File: src/rtl/prog_timer.sv
// Programmable interval timer: counts enabled ticks from 0 up to a loaded period,
// then pulses done and either returns to IDLE (one-shot) or wraps (periodic).
module prog_timer #(
  parameter int WIDTH          = 24,
  parameter int DEFAULT_PERIOD = 255
) (
  input  logic             clk,
  input  logic             reset_n,
  input  logic             enable,
  input  logic             start,
  input  logic             stop,
  input  logic             mode,
  input  logic             load,
  input  logic [WIDTH-1:0] period_in,
  output logic [WIDTH-1:0] count,
  output logic             busy,
  output logic             done
);

  typedef enum logic {IDLE, RUN} state_t;

  localparam logic [WIDTH-1:0] RESET_PERIOD = WIDTH'(DEFAULT_PERIOD);

  state_t           r_state;
  logic [WIDTH-1:0] r_count;
  logic [WIDTH-1:0] r_periodReg;
  logic [WIDTH-1:0] r_activePeriod;
  logic             r_modeReg;
  logic             r_done;

  logic             w_terminal;
  logic [WIDTH-1:0] w_startPeriod;

  assign w_terminal    = (r_count == r_activePeriod);
  assign w_startPeriod = load ? period_in : r_periodReg;

  // Priority is stop > start > tick; a wrap reloads from the period register so
  // loads issued mid-run only take effect at the next expiry.
  always_ff @(posedge clk or negedge reset_n) begin
    if (!reset_n) begin
      r_state        <= IDLE;
      r_count        <= '0;
      r_periodReg    <= RESET_PERIOD;
      r_activePeriod <= RESET_PERIOD;
      r_modeReg      <= 1'b0;
      r_done         <= 1'b0;
    end else begin
      r_done <= 1'b0;
      if (load)
        r_periodReg <= period_in;

      if (stop) begin
        r_state <= IDLE;
        r_count <= '0;
      end else if (start) begin
        r_activePeriod <= w_startPeriod;
        r_modeReg      <= mode;
        r_count        <= '0;
        r_state        <= RUN;
      end else if (r_state == RUN && enable) begin
        if (w_terminal) begin
          r_count <= '0;
          r_done  <= 1'b1;
          if (r_modeReg)
            r_activePeriod <= r_periodReg;
          else
            r_state <= IDLE;
        end else begin
          r_count <= r_count + WIDTH'(1);
        end
      end
    end
  end

  assign count = r_count;
  assign busy  = (r_state == RUN);
  assign done  = r_done;

endmodule

File: config.mk
export PLATFORM = sky130hd
export DESIGN_NAME = prog_timer
export DESIGN_NICKNAME = d
export VERILOG_FILES = /design/src/rtl/prog_timer.sv
export SDC_FILE = /design/constraint.sdc
export NUM_CORES = 1
export LEC_CHECK = 0
export ABC_AREA = 1
export BUFFER_PORTS_ARGS = -buffer_cell sky130_fd_sc_hd__buf_4
export CAP_MARGIN = 20
export CORE_MARGIN = 2
export CORE_UTILIZATION = 30
export DETAILED_ROUTE_END_ITERATION = 8
export PLACE_DENSITY_LB_ADDON = 0.05
export SYNTH_ARGS = -nofsm -noshare
export SYNTH_HDL_FRONTEND = slang
export SYNTH_SLANG_ARGS = --single-unit
File: constraint.sdc
create_clock -name clk -period 3.5 [get_ports clk]
set_input_delay 0.175 -clock clk [delete_from_list [all_inputs] [get_ports clk]]
set_output_delay 0.175 -clock clk [all_outputs]
set_load 0.01 [all_outputs]
## After elaboration in Yosys (flattened, before gate mapping)

Index checks and enable logic that the tools add are counted.

| storage, ports and cells | value |
|---|---|
| RAM bits | 0 |
| latch bits | 0 |
| register bits | 75 |
| memories kept | 0 |
| bits in read-only memories | 0 |
| logic and storage cells | 37 |
| output and inout bits | 26 |

| cells by class | value |
|---|---|
| magnitude comparators | 0 |
| multiplexer cells | 18 |
| bitwise logic cells | 1 |
| shift operators | 0 |
| add/subtract/negate cells | 1 |
| eq/ne operators | 2 |
| reduce and logical (&&, ||, !) cells | 9 |
| divide/modulo/power cells | 0 |
| $mul | 0 |

Operator list:

| operator | count |
|---|---|
| 24-bit two-way mux | 9 |
| 24-bit by 1-bit adder with 24-bit output (second input constant) | 1 |
| 24-bit equality test | 1 |
| 1-bit two-way mux | 9 |
| 2-bit nonzero test | 3 |
| 3-bit nonzero test | 2 |
| 4-bit AND reduction | 1 |
| 3-bit != test (second input constant) | 1 |
| 3-bit AND reduction | 1 |
| 2-bit AND reduction | 1 |
| 1-bit logical AND | 1 |
| 1-bit NOT | 1 |

## Logic depth before layout (Yosys ltp)

| depth | value |
|---|---|
| word-level depth | 5 |
| depth in mapped cells | 12 |
| depth with buffers taken out | 11 |

## Least setup slack after synthesis

OpenSTA, ideal clock, no wires.

| timing path | value |
|---|---|
| path type | reg2reg |
| start point | register r_count[1] (netlist: count[1]) |
| end point | register r_count[18] (netlist: count[18]) |
| data required time | 3.382 ns |
| buffers on the path | 0 |
| cell stages (with the launch flop) | 12 |
| data arrival time | 1.478 ns |
| slack | 1.904 ns |
| cell sequence | dfrtp_1 -> ha_1 -> nand2_1 -> inv_1 -> nand2_1 -> nor2_2 -> inv_2 -> nor2_1 -> nand2_1 -> nor2_1 -> xor2_1 -> nor2_1 |

| on the way | value |
|---|---|
| longest elaborated chain between the ends | 5 |
| elaborated cells between the ends (all ways) | 6 |

Ends and longest elaborated chain:

| element | line | source |
|---|---|---|
| start, declared | 25 | `logic [WIDTH-1:0] r_count;` |
| start signal, assigned | 69 | `r_count <= r_count + WIDTH'(1);` |
| 24-bit by 1-bit adder with 24-bit output or 24-bit equality test (tied branches) | 69, 34 |  |
| 24-bit two-way mux * | 61 | `if (w_terminal) begin` |
| 24-bit two-way mux * | 60 | `end else if (r_state == RUN && enable) begin` |
| 24-bit two-way mux * | 55 | `end else if (start) begin` |
| 24-bit two-way mux * | 52 | `if (stop) begin` |

Mark *: on every way between the ends. The rest lies on a longest branch, timed or not. The select of a mux whose other input is x is not followed.
A chain may end at the register's enable or synchronous reset.

## Worst setup path after layout

| timing path | value |
|---|---|
| start point | register r_count[9] (netlist: count[9]) |
| end point | register r_count[8] (netlist: count[8]) |

| on the way | value |
|---|---|
| longest elaborated chain between the ends | 5 |

Ends and longest elaborated chain:

| element | line | source |
|---|---|---|
| 24-bit equality test | 34 | `assign w_terminal = (r_count == r_activePeriod);` |
| 24-bit two-way mux | 61 |  |
| 24-bit two-way mux | 60 |  |
| 24-bit two-way mux | 55 |  |
| 24-bit two-way mux | 52 |  |

Every way passes these cells. The select of a mux whose other input is x is not followed.

==> summary.txt <==
Global route
  – Grt ovf: 0
  – Number of global-route vias before repair: 3,388
  – Largest net degree at the start of global routing: 76
  – Global-route usage over all layers: 15.6%
  – First-pass GRT wire length: 17.8 mm
  – Initial antenna violation count: 0

Yosys
  – Synthesized instance count: 568
  – Count of cell types in the netlist: 32
  – Prevailing post-synth register cell: dfrtp_1
  – EDFF count, synth: 0
  – Synthesized flop and latch total: 75
  – Mean post-synth cell area: 7.23 um^2
  – Mapped Area: 0.00411 mm^2
  – Mapped Nets: 600
  – Yosys top cell by area: dfrtp_1
  – Count leader, synth: nand2_1
  – Synth area leaders: dfrtp_1 (36%), nand2_1 (19%), dfstp_2 (10%), o21ai_0 (6.3%), inv_1 (5.9%)
  – Asr flop ratio synth: 100%
  – Synth top area share: 36.0%
  – Commonest cells in the netlist: nand2_1 (207), inv_1 (65), dfrtp_1 (59), o21ai_0 (52), nor2_1 (49)
  – Yosys warns: 0
  – Register area share after synthesis: 46.2%

Route
  – DR pass1 iterations: 5
  – Via count: 3,575
  – Drt wl/cell: 13.2 um
  – Via density: 4.49
  – Drt initial violations: 244
  – Antenna viol nets, final: 0
  – DRC Markers: 0
  – Post-Route WL: 10.6 mm

Floorplanning
  – Initial Util: 30.9%
  – Rows: 42
  – Die Y: 121 um
  – Die W: 121 um
  – Core area: 0.0133 mm^2
  – Num ports: 57
  – Die area: 0.0146 mm^2

Power
  – Leak pwr: 0.00240 uW
  – Sequential Power Share: 46.5%
  – Clock Power Share: 37.7%
  – Maximum vdd drop: 205 uV
  – Pint: 1610 uW
  – Sw Ratio: 29.8%
  – Combinational fraction of design power: 15.8%
  – Power density cells: 464 mW/mm^2
  – Switching power: 682 uW

Setup path
  – CP startpoint kind: flip-flop
  – CP Max Fanout: 22
  – R2R Setup Slk: 1.22 ns
  – Crit Path Class: flip-flop to flip-flop
  – CP required: 3.68 ns
  – Cell Chain, Critical Path: inv_1 -> nand2_1 -> nand2_1 -> nor2_1 -> nand2_1 -> nor2_1 -> nand3_2 -> o21ai_2 -> nor2_1
  – Critical R2R Capture: count[8]$_DFFE_PN0P_
  – Arrival @ worst endpoint: 2.46 ns
  – R2R depth: 9
  – Crit. End Element: flip-flop
  – Slowest CP cell: o21ai_2
  – R2r startpoint: count[9]$_DFFE_PN0P_
  – CP max stage delay: 0.81 ns

Clock network
  – Skew-Pair Late Insertion Delay: 0.34 ns
  – # clock sinks: 75
  – CTS root buf: clkbuf_16
  – CTS Buf Count: 9
  – CTS clk-pin slew, worst paths: 0.06 ns
  – CTS tree: yes
  – Setup Buffers After CTS: 0
  – Longest Clk Path Bufs: 2
  – CTS H-tree depth: 3

Place
  – Detailed placement HPWL: 7.49 mm
  – GP Congestion: 0.767
  – I/O Buffers: 56
  – Area after DPL: 0.00464 mm^2

Finish
  – Fraction of layout cells with a size suffix above 1: 18.2%
  – Final nets: 648
  – Layout area overhead: 20.4%
  – Fin area: 0.00494 mm^2
  – ANT cells: 0
  – # fillers: 1,434

STA
  – Final setup violation count: 0
  – Final min period: 2.28 ns
  – Setup Skew: 0.00753 ns
  – Maximum clock rate: 439 MHz
  – Final hold violation count: 0
  – Relative slew margins: 32.9%
  – Max Slew Vio Count: 0
  – Least-Margin Pin Slew: 1.01 ns
  – Period Utilization, post-route: 65.1%
  – Fin Setup TNS: 0 ns
  – RSZ-0062 raised after global routing: false

Min path
  – Min-delay src: period_in[23]
  – WHS Path Cells: 3
  – Hold Crit Class: primary input to flip-flop
  – Hold EP: r_periodReg[23]$_DFF_PN0_

Outcome
  – Outcome: completed

Flow run
  – Max cap viols: 0
## metal layers
metal / GRT usage, % / part of all wire, % / vias to the layer above
met5: 0 / 0 / -
met2: 22.0 / 40 / 67
met3: 2.58 / 3.8 / 11
met1: 23.5 / 54 / 1620
li1: - / - / 1877
met4: 6.32 / 1.6 / 0
## how the worst max path moves through the flow
| stage | from | to | slack [ns] | cells past startpoint |
|---|---|---|---|---|
| after floorplan | count[1]$_DFFE_PN0P_ | count[18]$_DFFE_PN0P_ | 1.90 | 11 |
| after global placement | count[9]$_DFFE_PN0P_ | count[23]$_DFFE_PN0P_ | 1.18 | 9 |
| after detailed placement | count[9]$_DFFE_PN0P_ | count[8]$_DFFE_PN0P_ | 1.16 | 9 |
| after CTS | count[9]$_DFFE_PN0P_ | count[8]$_DFFE_PN0P_ | 1.13 | 9 |
| after global routing | count[9]$_DFFE_PN0P_ | count[9]$_DFFE_PN0P_ | 0.98 | 9 |
| final | count[9]$_DFFE_PN0P_ | count[8]$_DFFE_PN0P_ | 1.22 | 9 |
## state kept, by name (all words and copies together) (netlist names)
| name | cells |
|---|---|
| busy | 1 |
| count | 24 |
| done | 1 |
| r_activePeriod | 24 |
| r_modeReg | 1 |
| r_periodReg | 24 |
## critical path, delay by kind of cell (launching register included)
kind,cells,cell delay [ns]
buf+inv,1,0.09
simple gates,7,0.77
compound gates,1,0.81
flops,1,0.45
## power groups by stage
stage | combinational (uW) | clock [uW] | sequential (uW)
3_5_place_dp | 364 | 0 | 1080
3_3_place_gp | 361 | 0 | 1080
6_report | 362 | 865 | 1060
2_1_floorplan | 265 | 0 | 1050
5_1_grt | 432 | 935 | 1080
4_1_cts | 366 | 893 | 1070
## cell usage in the layout (no fill, tap or decap), types with 2 or more instances in the layout
master	n
nand2_1	207
nand4_1	29
nand3_1	13
nor4_1	2
inv_4	3
nor2_1	49
buf_4	57
clkbuf_16	9
o21ai_0	52
inv_2	12
dfstp_2	16
clkinv_2	2
xor2_1	14
inv_1	65
dfrtp_1	59
nor2_2	3
nor3_1	7
a21oi_1	4
or2_2	2
## kinds of logic (layout without fill, tap and decap cells)
group	count (synthesis)	after routing	share of synthesized area [%]
simple gates	317	317	32.6
buf+inv	100	153	9.97
flops	75	75	46.2
compound gates	59	59	7.44
xor+xnor	15	15	3.20
fa+ha+maj	1	1	0.305
mux	1	1	0.274
## layout make-up
type	count	area [um^2]	area share, %
clock buffer	10	229	4.63
clock inverter	6	37.5	0.760
inverter	78	293	5.93
multi-input combinational	393	1800	36.4
sequential	75	1900	38.4
tap	176	220	4.46
timing repair buffer	59	465	9.42
## timing repair
| item | CTS | global route |
|---|---|---|
| hold buffers | 0 | 1 |
| hold endpoints to repair | 0 | 24 |
| gates resized for setup | 0 | 0 |
## per-stage QoR
stage                     hold WS, ns  instances  total power [uW]  worst slack [ns]  util [%]
final                          0.0768        797              2290              1.22      37.2
after global routing           0.0780        797              2450             0.976      37.2
after global placement          0.417        779              1440              1.18      34.9
after detailed placement        0.414        779              1440              1.16      34.9
after floorplan                -0.121        568              1320              1.90         -
after CTS                      0.0506        795              2330              1.13      36.9
Note: power is estimated with default switching activity, not from simulation.
